==> config.mk <==
export PLATFORM = sky130hd
export DESIGN_NAME = imem_arbiter_flat
export DESIGN_NICKNAME = d
export VERILOG_FILES = /design/src/rtl/imem_arbiter_pkg.sv /design/src/rtl/imem_arbiter_if.sv /design/src/rtl/imem_arbiter_starve_ctr.sv /design/src/rtl/imem_arbiter.sv /design/src/flat_wrapper.sv
export SDC_FILE = /design/constraint.sdc
export NUM_CORES = 1
export LEC_CHECK = 0
export ABC_CLOCK_PERIOD_IN_PS = 3100
export BUFFER_PORTS_ARGS = -buffer_cell sky130_fd_sc_hd__buf_2
export CORE_AREA = 2 2 84 86
export DETAILED_ROUTE_END_ITERATION = 7
export DIE_AREA = 0 0 86 88
export GPL_ROUTABILITY_DRIVEN = 1
export HOLD_SLACK_MARGIN = 0.15
export RECOVER_POWER = 25
export SLEW_MARGIN = 30
export SYNTH_ARGS = -nofsm -noshare
export SYNTH_HDL_FRONTEND = slang
export SYNTH_SLANG_ARGS = --single-unit
export TNS_END_PERCENT = 1
==> constraint.sdc <==
create_clock -name clk -period 3.1 [get_ports clk]
set_input_delay 0.62 -clock clk [delete_from_list [all_inputs] [get_ports clk]]
set_output_delay 0.62 -clock clk [all_outputs]
set_load 0.05 [all_outputs]
==> src/rtl/imem_arbiter_pkg.sv <==
// Shared constants, FSM state type and address helpers for the instruction-memory arbiter.
package imem_pkg;

  localparam int          IMEM_DEPTH = 128;
  localparam int          IMEM_AW    = 7;
  localparam logic [31:0] NOP_INSN   = 32'h00000013;

  typedef enum logic [1:0] {
    IDLE  = 2'd0,
    FETCH = 2'd1,
    LOAD  = 2'd2
  } state_e;

  // A fetch may touch the SRAM only if it is word aligned and inside the array.
  function automatic logic pc_in_range(input logic [63:0] pc, input int depth);
    return (pc[1:0] == 2'b00) && (pc < (64'(depth) * 64'd4));
  endfunction

endpackage

==> src/rtl/imem_arbiter_if.sv <==
// Bundle of fetch, loader and SRAM signals; master = requestors plus SRAM, slave = arbiter.
interface imem_arbiter_if;
  import imem_pkg::*;

  logic               fetch_req_valid;
  logic               fetch_req_ready;
  logic [63:0]        fetch_pc;
  logic               fetch_flush;
  logic               fetch_rsp_valid;
  logic [31:0]        fetch_rsp_insn;
  logic               fetch_rsp_err;

  logic               ld_valid;
  logic               ld_ready;
  logic [IMEM_AW-1:0] ld_addr;
  logic [31:0]        ld_data;

  logic               mem_en;
  logic               mem_we;
  logic [IMEM_AW-1:0] mem_addr;
  logic [31:0]        mem_wdata;
  logic [31:0]        mem_rdata;

  modport master (
    output fetch_req_valid, fetch_pc, fetch_flush,
    output ld_valid, ld_addr, ld_data,
    output mem_rdata,
    input  fetch_req_ready, fetch_rsp_valid, fetch_rsp_insn, fetch_rsp_err,
    input  ld_ready,
    input  mem_en, mem_we, mem_addr, mem_wdata
  );

  modport slave (
    input  fetch_req_valid, fetch_pc, fetch_flush,
    input  ld_valid, ld_addr, ld_data,
    input  mem_rdata,
    output fetch_req_ready, fetch_rsp_valid, fetch_rsp_insn, fetch_rsp_err,
    output ld_ready,
    output mem_en, mem_we, mem_addr, mem_wdata
  );

endinterface

==> src/rtl/imem_arbiter_starve_ctr.sv <==
// Counts consecutive loader grants taken while a fetch is waiting; saturates at STARVE_LIMIT.
module imem_arb_starve_ctr
  import imem_pkg::*;
#(
  parameter int STARVE_LIMIT = 4
) (
  input  logic clk,
  input  logic rst_n,
  input  logic fetch_valid_i,
  input  logic fetch_grant_i,
  input  logic ld_grant_i,
  output logic full_o
);

  localparam int CW = $clog2(STARVE_LIMIT + 1);

  logic [CW-1:0] cnt_q, cnt_d;

  always_comb begin
    cnt_d = cnt_q;
    if (fetch_grant_i || !fetch_valid_i) begin
      cnt_d = '0;
    end else if (ld_grant_i && !full_o) begin
      cnt_d = cnt_q + 1'b1;
    end
  end

  always_ff @(posedge clk) begin
    if (!rst_n) begin
      cnt_q <= '0;
    end else begin
      cnt_q <= cnt_d;
    end
  end

  assign full_o = (cnt_q == CW'(STARVE_LIMIT));

endmodule

==> src/rtl/imem_arbiter.sv <==
// Arbitrates instruction fetches and loader writes onto one single-port SRAM.
// The loader path exists only when IMEM_ARB_LOADER_EN is defined; otherwise fetch owns the port.
module imem_arbiter
  import imem_pkg::*;
#(
  parameter int IMEM_DEPTH   = imem_pkg::IMEM_DEPTH,
  parameter int STARVE_LIMIT = 4
) (
  input logic           clk,
  input logic           rst_n,
  imem_arbiter_if.slave bus
);

  state_e             state_q, state_d;
  logic               err_q, err_d;
  logic [IMEM_AW-1:0] addr_q;
  logic [31:0]        wdata_q;

  logic pc_ok;
  logic fetch_ready;
  logic ld_ready;
  logic fetch_grant;
  logic ld_grant;
  logic fetch_access;
  logic rsp_live;

  assign pc_ok = pc_in_range(bus.fetch_pc, IMEM_DEPTH);

`ifdef IMEM_ARB_LOADER_EN
  logic starve_full;

  imem_arb_starve_ctr #(
    .STARVE_LIMIT (STARVE_LIMIT)
  ) u_starve (
    .clk           (clk),
    .rst_n         (rst_n),
    .fetch_valid_i (bus.fetch_req_valid),
    .fetch_grant_i (fetch_grant),
    .ld_grant_i    (ld_grant),
    .full_o        (starve_full)
  );

  // Loader has priority until the waiting fetch has been passed over STARVE_LIMIT times.
  assign fetch_ready = rst_n && (!bus.ld_valid || starve_full);
  assign ld_ready    = rst_n && (!bus.fetch_req_valid || !starve_full);
`else
  logic unused_limit;

  assign unused_limit = STARVE_LIMIT[0];
  assign fetch_ready  = rst_n;
  assign ld_ready     = 1'b0;
`endif

  assign fetch_grant  = bus.fetch_req_valid && fetch_ready;
  assign ld_grant     = bus.ld_valid && ld_ready;
  assign fetch_access = fetch_grant && pc_ok;

  assign bus.fetch_req_ready = fetch_ready;
  assign bus.ld_ready        = ld_ready;

  assign bus.mem_en    = ld_grant || fetch_access;
  assign bus.mem_we    = ld_grant;
  assign bus.mem_addr  = ld_grant     ? bus.ld_addr :
                         fetch_access ? bus.fetch_pc[IMEM_AW+1:2] :
                                        addr_q;
  assign bus.mem_wdata = ld_grant ? bus.ld_data : wdata_q;

  always_comb begin
    state_d = IDLE;
    err_d   = 1'b0;
    if (fetch_grant) begin
      state_d = FETCH;
      err_d   = !pc_ok;
    end else if (ld_grant) begin
      state_d = LOAD;
    end
  end

  // State always follows this cycle's grant; FETCH means a response is due next cycle.
  always_ff @(posedge clk) begin
    if (!rst_n) begin
      state_q <= IDLE;
      err_q   <= 1'b0;
    end else begin
      state_q <= state_d;
      err_q   <= err_d;
    end
  end

  // Address and write data are plain datapath holds so idle cycles keep the SRAM pins steady.
  always_ff @(posedge clk) begin
    addr_q  <= bus.mem_addr;
    wdata_q <= bus.mem_wdata;
  end

  assign rsp_live = rst_n && (state_q == FETCH);

  assign bus.fetch_rsp_valid = rsp_live && !bus.fetch_flush;
  assign bus.fetch_rsp_err   = rsp_live && err_q;
  assign bus.fetch_rsp_insn  = !rsp_live ? 32'h0 :
                               err_q     ? NOP_INSN :
                                           bus.mem_rdata;

endmodule

==> src/flat_wrapper.sv <==
// flat-port wrapper written by rule: the top's interface ports become plain ports
module imem_arbiter_flat import imem_pkg::*;
#(
  parameter int IMEM_DEPTH   = imem_pkg::IMEM_DEPTH,
  parameter int STARVE_LIMIT = 4
)
  (clk, rst_n, bus_fetch_req_valid, bus_fetch_pc, bus_fetch_flush, bus_ld_valid, bus_ld_addr, bus_ld_data, bus_mem_rdata, bus_fetch_req_ready, bus_fetch_rsp_valid, bus_fetch_rsp_insn, bus_fetch_rsp_err, bus_ld_ready, bus_mem_en, bus_mem_we, bus_mem_addr, bus_mem_wdata);
  imem_arbiter_if bus_i ();
  input logic clk;
  input logic rst_n;
  input wire logic [$bits(bus_i.fetch_req_valid)-1:0] bus_fetch_req_valid;
  input wire logic [$bits(bus_i.fetch_pc)-1:0] bus_fetch_pc;
  input wire logic [$bits(bus_i.fetch_flush)-1:0] bus_fetch_flush;
  input wire logic [$bits(bus_i.ld_valid)-1:0] bus_ld_valid;
  input wire logic [$bits(bus_i.ld_addr)-1:0] bus_ld_addr;
  input wire logic [$bits(bus_i.ld_data)-1:0] bus_ld_data;
  input wire logic [$bits(bus_i.mem_rdata)-1:0] bus_mem_rdata;
  output wire logic [$bits(bus_i.fetch_req_ready)-1:0] bus_fetch_req_ready;
  output wire logic [$bits(bus_i.fetch_rsp_valid)-1:0] bus_fetch_rsp_valid;
  output wire logic [$bits(bus_i.fetch_rsp_insn)-1:0] bus_fetch_rsp_insn;
  output wire logic [$bits(bus_i.fetch_rsp_err)-1:0] bus_fetch_rsp_err;
  output wire logic [$bits(bus_i.ld_ready)-1:0] bus_ld_ready;
  output wire logic [$bits(bus_i.mem_en)-1:0] bus_mem_en;
  output wire logic [$bits(bus_i.mem_we)-1:0] bus_mem_we;
  output wire logic [$bits(bus_i.mem_addr)-1:0] bus_mem_addr;
  output wire logic [$bits(bus_i.mem_wdata)-1:0] bus_mem_wdata;
  assign bus_i.fetch_req_valid = bus_fetch_req_valid;
  assign bus_i.fetch_pc = bus_fetch_pc;
  assign bus_i.fetch_flush = bus_fetch_flush;
  assign bus_i.ld_valid = bus_ld_valid;
  assign bus_i.ld_addr = bus_ld_addr;
  assign bus_i.ld_data = bus_ld_data;
  assign bus_i.mem_rdata = bus_mem_rdata;
  assign bus_fetch_req_ready = bus_i.fetch_req_ready;
  assign bus_fetch_rsp_valid = bus_i.fetch_rsp_valid;
  assign bus_fetch_rsp_insn = bus_i.fetch_rsp_insn;
  assign bus_fetch_rsp_err = bus_i.fetch_rsp_err;
  assign bus_ld_ready = bus_i.ld_ready;
  assign bus_mem_en = bus_i.mem_en;
  assign bus_mem_we = bus_i.mem_we;
  assign bus_mem_addr = bus_i.mem_addr;
  assign bus_mem_wdata = bus_i.mem_wdata;
  imem_arbiter #(.IMEM_DEPTH(IMEM_DEPTH), .STARVE_LIMIT(STARVE_LIMIT)) u_core (.clk(clk), .rst_n(rst_n), .bus(bus_i));
endmodule
; Word-level counts from Yosys, hierarchy flattened
; Cells that the tools add are included.
; W data, S select, Z words.
[op_classes]
n_eq_ne = 1
n_mux = 4
magnitude_cmp = 1
n_reduce_logical = 10
[op_table]
columns = operator, n
row1 = $lt A64 B10 Y1 const B, 1
row2 = $mux W32, 2
row3 = $mux W7, 1
row4 = $logic_and A1 B1 Y1, 6
row5 = $eq A2 B1 Y1 const B, 1
row6 = $logic_not A1 Y1, 2
row7 = $logic_not A2 Y1, 1
row8 = $reduce_and A2 Y1, 1
row9 = $mux W1, 1
[totals]
in_bits = 140
regBits = 10
out_inout_bits = 77
elab_cells = 19

; Logic depth before layout (Yosys ltp)
; Gate-level depths: netlist of run 1.
[logic_depth]
ltp_word = 4
mapped_depth = 5

; Worst setup path before layout of run 1
; No wires, ideal clock.
[synth_timing]
kind = input to output
from = input port bus_fetch_pc[1]
to = output port bus_mem_en
cell_stages = 3
slack_ns = -0.093
arrival_time_ns = 2.573
required_ns = 2.480
cell_sequence = nor4_1 > nand4_1 > nor4_1
[synth_via]
elab_chain_len = 3
word_cells_on_any_way = 4
classes_between = 1 x order compare / 3 x reduce/logical
[synth_rtl]
columns = element, line
row1 = start: declaration, flat_wrapper.sv:12  ; input wire logic [$bits(bus_i.fetch_pc)-1:0] bus_fetch_pc;
row2 = $lt A64 B10 Y1 or $logic_not A2 Y1 (tied branches), imem_arbiter_pkg.sv:16  ; return (pc[1:0] == 2'b00) && (pc < (64'(depth) * 64'd4));
row3 = $logic_and A1 B1 Y1 (*), imem_arbiter_pkg.sv:16
row4 = $logic_and A1 B1 Y1 (*), imem_arbiter.sv:56  ; assign fetch_access = fetch_grant && pc_ok;
row5 = end: declaration, flat_wrapper.sv:23  ; output wire logic [$bits(bus_i.mem_en)-1:0] bus_mem_en;
; Mark *: on every way between the ends. The rest lies on a longest branch, timed or not.

; Worst setup path after layout of run 1
[layout_timing]
from = input port bus_fetch_pc[19]
to = output port bus_mem_addr[1]
[layout_via]
elab_chain_len = 4
[layout_rtl]
columns = element, line
row1 = $lt A64 B10 Y1, imem_arbiter_pkg.sv:16
row2 = $logic_and A1 B1 Y1, imem_arbiter_pkg.sv:16
row3 = $logic_and A1 B1 Y1, imem_arbiter.sv:56
row4 = $mux W7, imem_arbiter.sv:64  ; fetch_access ? bus.fetch_pc[IMEM_AW+1:2] :
row5 = end: declaration, flat_wrapper.sv:25  ; output wire logic [$bits(bus_i.mem_addr)-1:0] bus_mem_addr;
; Every way passes these cells.

==> reports/qor.txt, run 1 <==
Run status - completed
Max Transition Viols Final - 0
Cell variety after synth - 18
Yosys warning total - 0
Placed inst area - 1740 um2
Post-layout min period - 3.01 ns
Critical path's largest stage delay - 0.57 ns
Measured slew at the worst slew-check pin - 0.628 ns
CP cell instances - buf_2, nor4_4, nand4_1, or4_4, buf_6, mux2_4, buf_4
Vias per cell - 3.80
Chip height - 88 um
Final wirelength - 3570 um
Critical Path RT - 2.48 ns
Met2 wire len - 1790 um
Vias in the first global route - 1083
Post-synthesis cell count - 134
Hpwl dp - 3230 um
DIE AREA - 7570 um2
Top sig layer - met4
Number of fill cells in the layout - 744
Reg2reg path depth - 1
Drt first pass iters - 4
CTS Hold Bufs - 0
Pleak - 1.04 nW
GRT Util Overall - 7.49%
Core footprint - 6640 um2
CTS Sinks - 9
RePlAce Congestion - 0.801
Final worst slack - 0.0934 ns
Initial drt markers - 15
Primary FF master, synth - dfxtp_1
Worst Min Path Start - u_core.addr_q[4]
Crit path max fanout - 7
RSZ-0062 raised after global routing - no
Fmax - 333 MHz
Nets@finish - 418
Register area share after synthesis - 16.9%
Mapped Avg Cell Area - 7.94 um2
CTS tree - built
#FFs+latches synth - 9
Count of final hold-check violations - 0
Hold path depth - 1
Initial antenna violation count - 0
Row count - 30
Port Buffers - 142
DRT met1 WL - 1280 um
Number of enable flip-flop cells after synthesis - 0
Final Util - 27.5%
Mapped Area - 1060 um2
Non-Filler Instances - 357
Place WS - -0.000695 ns
Root Buffer - clkbuf_8
N_diodes - 0
Area grow syn2layout - 71.6%
Tcrit/Tclk final - 97.0%
CP max-delay cell - or4_4
Initial Utilization - 16.0%
Final hold slack - 0.467 ns
Vias - 1358
Max_slew headroom - 58.3%
Worst setup SP type - input pin
Routed wl met3 - 482 um
Crit end category - output pin
Routed len/inst - 9.99 um
Total power - 0.487 mW
Max Cap Viol - 0
Insertion delay to the later sink of the worst-skew pair - 0.23 ns
Worst VDD drop - 0.0900 mV
Worst Clk Skew - 0 ns
CTS HTree Levels - 1
Crit path kind - in -> out
Horiz. Die Dim - 86 um
Post-CTS setup buffer count - 0
Num ports - 217
R2r endpoint - u_core.addr_q[5]
Clk pin slew, worst setup/hold paths - 0.04 ns
DRC - 0
Finished Cell Area - 1830 um2
Asr flop ratio synth - 0%
Power density over cell area - 267 nW/um2
Global route overflow - 0
First-pass GRT wire length - 4630 um
Post-route ant nets - 0
CTS buffer count - 3
Share of cells above drive strength 1 - 57.0%
Placed insts - 353
Arr. time, crit path - 2.39 ns
Hold EP - u_core.addr_q[4]
Buffer depth of the longest clock path - 2
Min-Delay Path Class - reg -> reg
R2R Setup Slk - 2.43 ns
Setup_tns - 0 ns
Setup violators final - 0
Largest net degree at the start of global routing - 30
FF-to-FF Start - u_core.addr_q[5]
## layout by cell type (no fill, tap or decap), types with 3 or more instances in the layout
master    Yosys  layout
buf_4        35       9
conb_1        1      34
clkbuf_8      0       3
nand4_1       6       6
clkbuf_1      3       7
dfxtp_1       9       9
nor4_1       20      17
mux2_4        7       7
and2_1       30      29
buf_2         0     129
nor4_2        4       6
nor2_1       10      10
## logic make-up (layout without fill, tap and decap cells)
logic type | count (synthesis) | after routing | share of synthesized area, %
multiplexers | 7 | 7 | 9.88
flip-flops | 9 | 9 | 16.9
AND/OR/NAND/NOR | 78 | 78 | 46.0
buffers and inverters | 39 | 149 | 26.8
other | 1 | 34 | 0.353
## cell usage after synthesis (2+ instances only)
| master | n | share of area [%] |
|---|---|---|
| and2_1 | 30 | 18 |
| buf_4 | 35 | 25 |
| clkbuf_1 | 3 | 1.1 |
| dfxtp_1 | 9 | 17 |
| mux2_4 | 7 | 9.9 |
| nand4_1 | 6 | 3.5 |
| nor2_1 | 10 | 3.5 |
| nor3_1 | 2 | 0.94 |
| nor4_1 | 20 | 12 |
| nor4_2 | 4 | 4.7 |
## flip-flops by register name, indices dropped and copies added (netlist names)
register and cells:
u_core.addr_q 7, u_core.err_q 1, u_core.state_q 1
## report_power, final
part | switching (mW) | total, mW | internal [mW] | leakage (nW)
logic | 0.172 | 0.234 | 0.0625 | 0.939
registers | 0.00105 | 0.119 | 0.118 | 0.0730
clock network | 0.0445 | 0.134 | 0.0894 | 0.0228
total | 0.218 | 0.487 | 0.270 | 1.04
## worst max-delay path by stage
| stage | start | to | slack [ns] | depth (start not counted) |
|---|---|---|---|---|
| global placement | bus_fetch_pc[19] | bus_mem_addr[2] | 0.01 | 7 |
| global route | bus_fetch_pc[54] | bus_mem_addr[1] | 0.02 | 7 |
| detailed placement | bus_fetch_pc[19] | bus_mem_addr[1] | -0.0007 | 7 |
| CTS | bus_fetch_pc[19] | bus_mem_addr[2] | 0.0006 | 7 |
| floorplan | bus_fetch_pc[19] | bus_mem_addr[0] | 0.37 | 5 |
| finish | bus_fetch_pc[19] | bus_mem_addr[1] | 0.09 | 7 |
## layout make-up
| cell class | count | area [um2] | share of cell area, % |
|---|---|---|---|
| timing repair buffer | 145 | 747 | 40.9 |
| clock buffer | 4 | 45.0 | 2.47 |
| tap | 80 | 100 | 5.48 |
| multi-input combinational | 119 | 753 | 41.3 |
| sequential | 9 | 180 | 9.87 |
## worst max-delay path: cells and delay by family
kind | cells | cell delay, ns
buf+inv | 3 | 0.47
mux | 1 | 0.31
simple gates | 3 | 0.99
## repair_timing
action,4_1_cts,5_1_grt
pin swaps,0,1
setup endpoints to repair,1,7
gates resized for setup,1,17
## per-layer routing
layer	track usage, %	vias up
met5	0	-
met3	1.70	2
met2	14.4	101
met1	8.28	565
li1	-	690
met4	1.88	0
Note: power is estimated with default switching activity, not from simulation.
==> run 2: changes to the inputs <==
--- a/config.mk
+++ b/config.mk
@@ -12,6 +12,8 @@
 export DIE_AREA = 0 0 86 88
 export GPL_ROUTABILITY_DRIVEN = 1
 export HOLD_SLACK_MARGIN = 0.15
+export MAX_ROUTING_LAYER = met4
+export PLACE_DENSITY = 0.58
 export RECOVER_POWER = 25
 export SLEW_MARGIN = 30
 export SYNTH_ARGS = -nofsm -noshare
==> reports/qor.txt, run 2 (synthesis gave the netlist of run 1 again) <==
Chip height - 88 um
Finished Cell Area - 1820 um2
Flop pwr share - 24.5%
Initial antenna violation count - 0
Placed inst area - 1740 um2
Buffer depth of the longest clock path - 2
Initial Utilization - 16.0%
Clk pin slew, worst setup/hold paths - 0.04 ns
NetSw - 0.216 mW
Arr. time, crit path - 2.40 ns
Worst Clk Skew - 0 ns
Final Util - 27.4%
Min-Delay Path Class - reg -> reg
Root Buffer - clkbuf_8
Fmax - 331 MHz
Placed insts - 353
Hpwl dp - 3390 um
Global route overflow - 0
Commonest non-fill, non-tap cell in the layout - buf_2
Horiz. Die Dim - 86 um
Area of the multi-input gates - 749 um2
CTS tree - built
Post-CTS setup buffer count - 0
Power density over cell area - 266 nW/um2
Tcrit/Tclk final - 97.3%
Crit path max fanout - 7
Clk network pwr share - 27.1%
Number of fill cells in the layout - 745
Max FFs per register - 7
Largest net degree at the start of global routing - 30
Share of cells above drive strength 1 - 56.7%
Most frequent cells in the layout - buf_2, conb_1, and2_1
Max Transition Viols Final - 0
Post-route ant nets - 0
Port Buffers - 142
Post-layout min period - 3.02 ns
Vias - 1378
Insertion delay to the later sink of the worst-skew pair - 0.22 ns
CTS Hold Bufs - 0
Setup violators final - 0
Crit end category - output pin
DIE AREA - 7570 um2
Crit path kind - in -> out
Nets@finish - 418
R2R Setup Slk - 2.43 ns
Max Cap Viol - 0
Max_slew headroom - 59.6%
RSZ-0062 raised after global routing - no
Worst setup SP type - input pin
Pleak - 1.03 nW
Critical Path RT - 2.48 ns
Core footprint - 6640 um2
P_int - 0.269 mW
Row count - 30
Largest registers - u_core.addr_q x7, u_core.err_q x1, u_core.state_q x1
Count of final hold-check violations - 0
Vias in the first global route - 1174
Sequential Area - 180 um2
N_diodes - 0
First-pass GRT wire length - 5000 um
Initial drt markers - 12
Sw frac - 44.5%
Combinational power share - 48.4%
CTS buffer count - 3
Routed len/inst - 10.4 um
CTS Sinks - 9
GRT Util Overall - 8.39%
Run status - completed
Vias per cell - 3.86
Num ports - 217
Area grow syn2layout - 71.3%
Final wirelength - 3720 um
DRC - 0
Measured slew at the worst slew-check pin - 0.608 ns
Largest Register - u_core.addr_q
Worst VDD drop - 0.0799 mV
Non-Filler Instances - 357
CTS HTree Levels - 1
RePlAce Congestion - 0.764
Drt first pass iters - 4
-- run 2: changes by cell type in the layout (fill, tap and decap cells not counted) --
cell   before  now
or4_1       0    1
or4_4       1    0
-- run 2: per-layer routing --
layer  part of all wire (%)  global-route usage [%]  up-vias
li1                       -                       -      689
met1                     35                    8.90      604
met2                     54                    16.0       83
met3                     10                    1.13        2
met4                   0.51                    2.60        0
met5                      0                       -        -
-- run 2: stage by stage --
step	setup TNS, ns	hold WS (ns)	power [mW]	setup slack, ns
global route	0	0.476	0.512	0.0104
global placement	-0.530	0.452	0.350	-0.0784
finish	0	0.468	0.485	0.0827
detailed placement	-0.400	0.457	0.353	-0.0608
CTS	0	0.470	0.492	0.00539
floorplan	0	0.581	0.305	0.371
-- run 2: path summary, 6_finish.rpt --
check	start	to	depth (start not counted)
setup reg to reg	u_core.addr_q[1]	u_core.addr_q[1]	1
hold / removal	u_core.addr_q[2]	u_core.addr_q[2]	1
hold reg to reg	u_core.addr_q[2]	u_core.addr_q[2]	1
setup / recovery	bus_fetch_pc[1]	bus_mem_addr[1]	7
-- run 2: what timing repair did --
action | 4_1_cts | 5_1_grt
resized for setup | 8 | 3
setup endpoints to repair | 7 | 7
pin swaps | 0 | 2
-- run 2: cell type report --
type	count	share of cell area, %
multi-input combinational	119	41.1
clock buffer	4	2.47
sequential	9	9.89
timing repair buffer	145	41.0
tap	80	5.49
-- run 2: critical path: stages --
cell     delay (ns)
buf_2          0.11
nor4_1         0.34
nand4_1        0.13
or4_1          0.53
buf_6          0.17
mux2_4         0.31
buf_4          0.19
-- run 2: power groups by stage --
stage | clock network [mW] | registers, mW | logic [mW]
detailed placement | 0 | 0.121 | 0.232
CTS | 0.139 | 0.119 | 0.234
global placement | 0 | 0.121 | 0.230
finish | 0.132 | 0.119 | 0.235
global route | 0.144 | 0.119 | 0.249
floorplan | 0 | 0.120 | 0.184
==> run 3: changes to the inputs <==
--- a/config.mk
+++ b/config.mk
@@ -5,6 +5,7 @@
 export SDC_FILE = /design/constraint.sdc
 export NUM_CORES = 1
 export LEC_CHECK = 0
+export ABC_AREA = 1
 export ABC_CLOCK_PERIOD_IN_PS = 3100
 export BUFFER_PORTS_ARGS = -buffer_cell sky130_fd_sc_hd__buf_2
 export CORE_AREA = 2 2 84 86
==> reports/qor.txt, run 3 <==
Initial antenna violation count - 0
Reg2reg path depth - 2
Post-route ant nets - 0
Buffer depth of the longest clock path - 2
Final hold slack - 0.438 ns
Max Transition Viols Final - 0
R2r endpoint - u_core.addr_q[2]
Most frequent cells in the layout - buf_2, nor2_1, nand2_1
CTS HTree Levels - 1
CTS Sinks - 9
R2R Setup Slk - 2.58 ns
CP max-delay cell - clkinv_1
Routed wl met3 - 508 um
DRC - 0
Vias in the first global route - 1212
Register area share after synthesis - 16.2%
Run status - completed
GRT Util Overall - 8.35%
Yosys warning total - 0
Total power - 0.499 mW
CTS tree - built
Port Buffers - 142
Mapped Avg Cell Area - 5.60 um2
Post-synthesis cell count - 199
CP cell instances - clkbuf_1, nand2_1, clkinv_1, nand3_4, nand2_1, nand2_1, buf_2
CP Depth - 7
Max_slew headroom - 47.6%
CTS buffer count - 3
Global route overflow - 0
#FFs+latches synth - 9
Root Buffer - clkbuf_8
Critical Path RT - 2.48 ns
Core footprint - 6640 um2
Commonest non-fill, non-tap cell in the layout - buf_2
DRT met1 WL - 1400 um
Crit end category - output pin
Met2 wire len - 1690 um
Cell variety after synth - 19
Area grow syn2layout - 62.5%
CTS Hold Bufs - 0
Cell mode on critical path - nand2_1
Vias per cell - 3.73
Hpwl dp - 3110 um
CP Buf/Inv Count - 3
Primary FF master, synth - dfxtp_1
Row count - 30
Worst setup SP type - input pin
Hold path depth - 2
Power density over cell area - 276 nW/um2
Crit path max fanout - 9
RePlAce Congestion - 0.674
CP top delay family - buffers and inverters
Biggest area consumer among synthesized cells - buf_4
Area share of the leading cell type in the synthesized netlist - 23.6%
Pleak - 1.18 nW
Setup_tns - 0 ns
Initial Utilization - 16.8%
Setup violators final - 0
Last element of the critical path - bus_mem_addr[1]
Post-synth top cells - nor2_1, nand2_1, buf_4
Drt first pass iters - 4
Mapped Area - 1110 um2
RSZ-0062 raised after global routing - no
Num ports - 217
Largest registers - u_core.addr_q x7, u_core.err_q x1, u_core.state_q x1
Measured slew at the worst slew-check pin - 0.786 ns
FF-to-FF Start - u_core.addr_q[2]
Worst Clk Skew - 0 ns
Ranking of synthesized cells by area - buf_4, nor2_1, nand2_1
Crit path kind - in -> out
Post-CTS setup buffer count - 0
Critical path's largest stage delay - 0.29 ns
Nets@finish - 479
Largest net degree at the start of global routing - 35
Post-CTS resize count - 0
Max Cap Viol - 0
Clk pin slew, worst setup/hold paths - 0.05 ns
Vias - 1559
Min-Delay Path Class - reg -> reg
Count of final hold-check violations - 0
Share of cells above drive strength 1 - 44.1%
N_diodes - 0
DIE AREA - 7570 um2
Insertion delay to the later sink of the worst-skew pair - 0.23 ns
Fmax - 401 MHz
Crit. Startpoint - rst_n
Initial drt markers - 40
Asr flop ratio synth - 0%
Horiz. Die Dim - 86 um
Top-count cell post-synth - nor2_1
Final wirelength - 3600 um
Max FFs per register - 7
Top sig layer - met3
Post-layout min period - 2.49 ns
Routed len/inst - 8.61 um
Chip height - 88 um
Worst VDD drop - 0.114 mV
Number of enable flip-flop cells after synthesis - 0
Tcrit/Tclk final - 80.4%
Largest Register - u_core.addr_q
First-pass GRT wire length - 5050 um
Arr. time, crit path - 1.87 ns
-- run 3: cell types whose count changed after synthesis, sizes merged, moves of 2 or more --
cell and delta:
nor4 -24, inv +2, and2 -30, nor2 +62, nand2 +61, clkbuf +3, mux2 -7
-- run 3: power breakdown --
part	total (mW)	switching [mW]	leakage, nW	internal, mW
Clock	0.137	0.0476	0.0228	0.0898
Combinational	0.243	0.179	1.09	0.0648
Sequential	0.118	0.000963	0.0730	0.117
-- run 3: kinds of logic after synthesis --
| family | share of synthesized area, % |
|---|---|
| simple gates | 56.4 |
| buf+inv | 26.6 |
| flops | 16.2 |
| compound gates | 0.449 |
| other cells | 0.337 |
-- run 3: metrics by stage --
step	setup WS, ns	util (%)	cell area (um2)	cells
after global routing	0.428	27.2	1810	418
after floorplan	0.805	-	1240	232
after global placement	0.609	26.6	1770	414
after detailed placement	0.593	26.6	1770	414
final	0.609	27.2	1810	418
after CTS	0.590	27.3	1820	418
-- run 3: worst min-delay path by stage --
| stage | from | to | slack, ns |
|---|---|---|---|
| 6_report | u_core.addr_q[0] | u_core.addr_q[0] | 0.44 |
| 5_1_grt | u_core.addr_q[1] | u_core.addr_q[1] | 0.46 |
| 4_1_cts | u_core.addr_q[4] | u_core.addr_q[4] | 0.44 |
| 3_5_place_dp | u_core.addr_q[3] | u_core.addr_q[3] | 0.43 |
| 3_3_place_gp | u_core.addr_q[5] | u_core.addr_q[5] | 0.42 |
| 2_1_floorplan | bus_fetch_req_valid | u_core.err_q | 0.77 |
-- run 3: area by class of cell --
type / instances / area [um2]
inverters: 3 / 11.3
fillers: 775 / 4830
flip-flops and latches: 9 / 180
multi-input cells: 179 / 761
clock buffers: 4 / 45.0
repair buffers: 143 / 712
well taps: 80 / 100
-- run 3: worst min-delay path, delay by kind of cell, from the launching register on --
family | cells | cell delay [ns]
simple gates | 2 | 0.11
flops | 1 | 0.30
-- run 3: per-layer routing --
| layer | global-route usage [%] | up-vias |
|---|---|---|
| li1 | - | 815 |
| met1 | 9.03 | 624 |
| met2 | 15.7 | 120 |
| met3 | 2.54 | 0 |
| met4 | 0.433 | 0 |
| met5 | - | - |
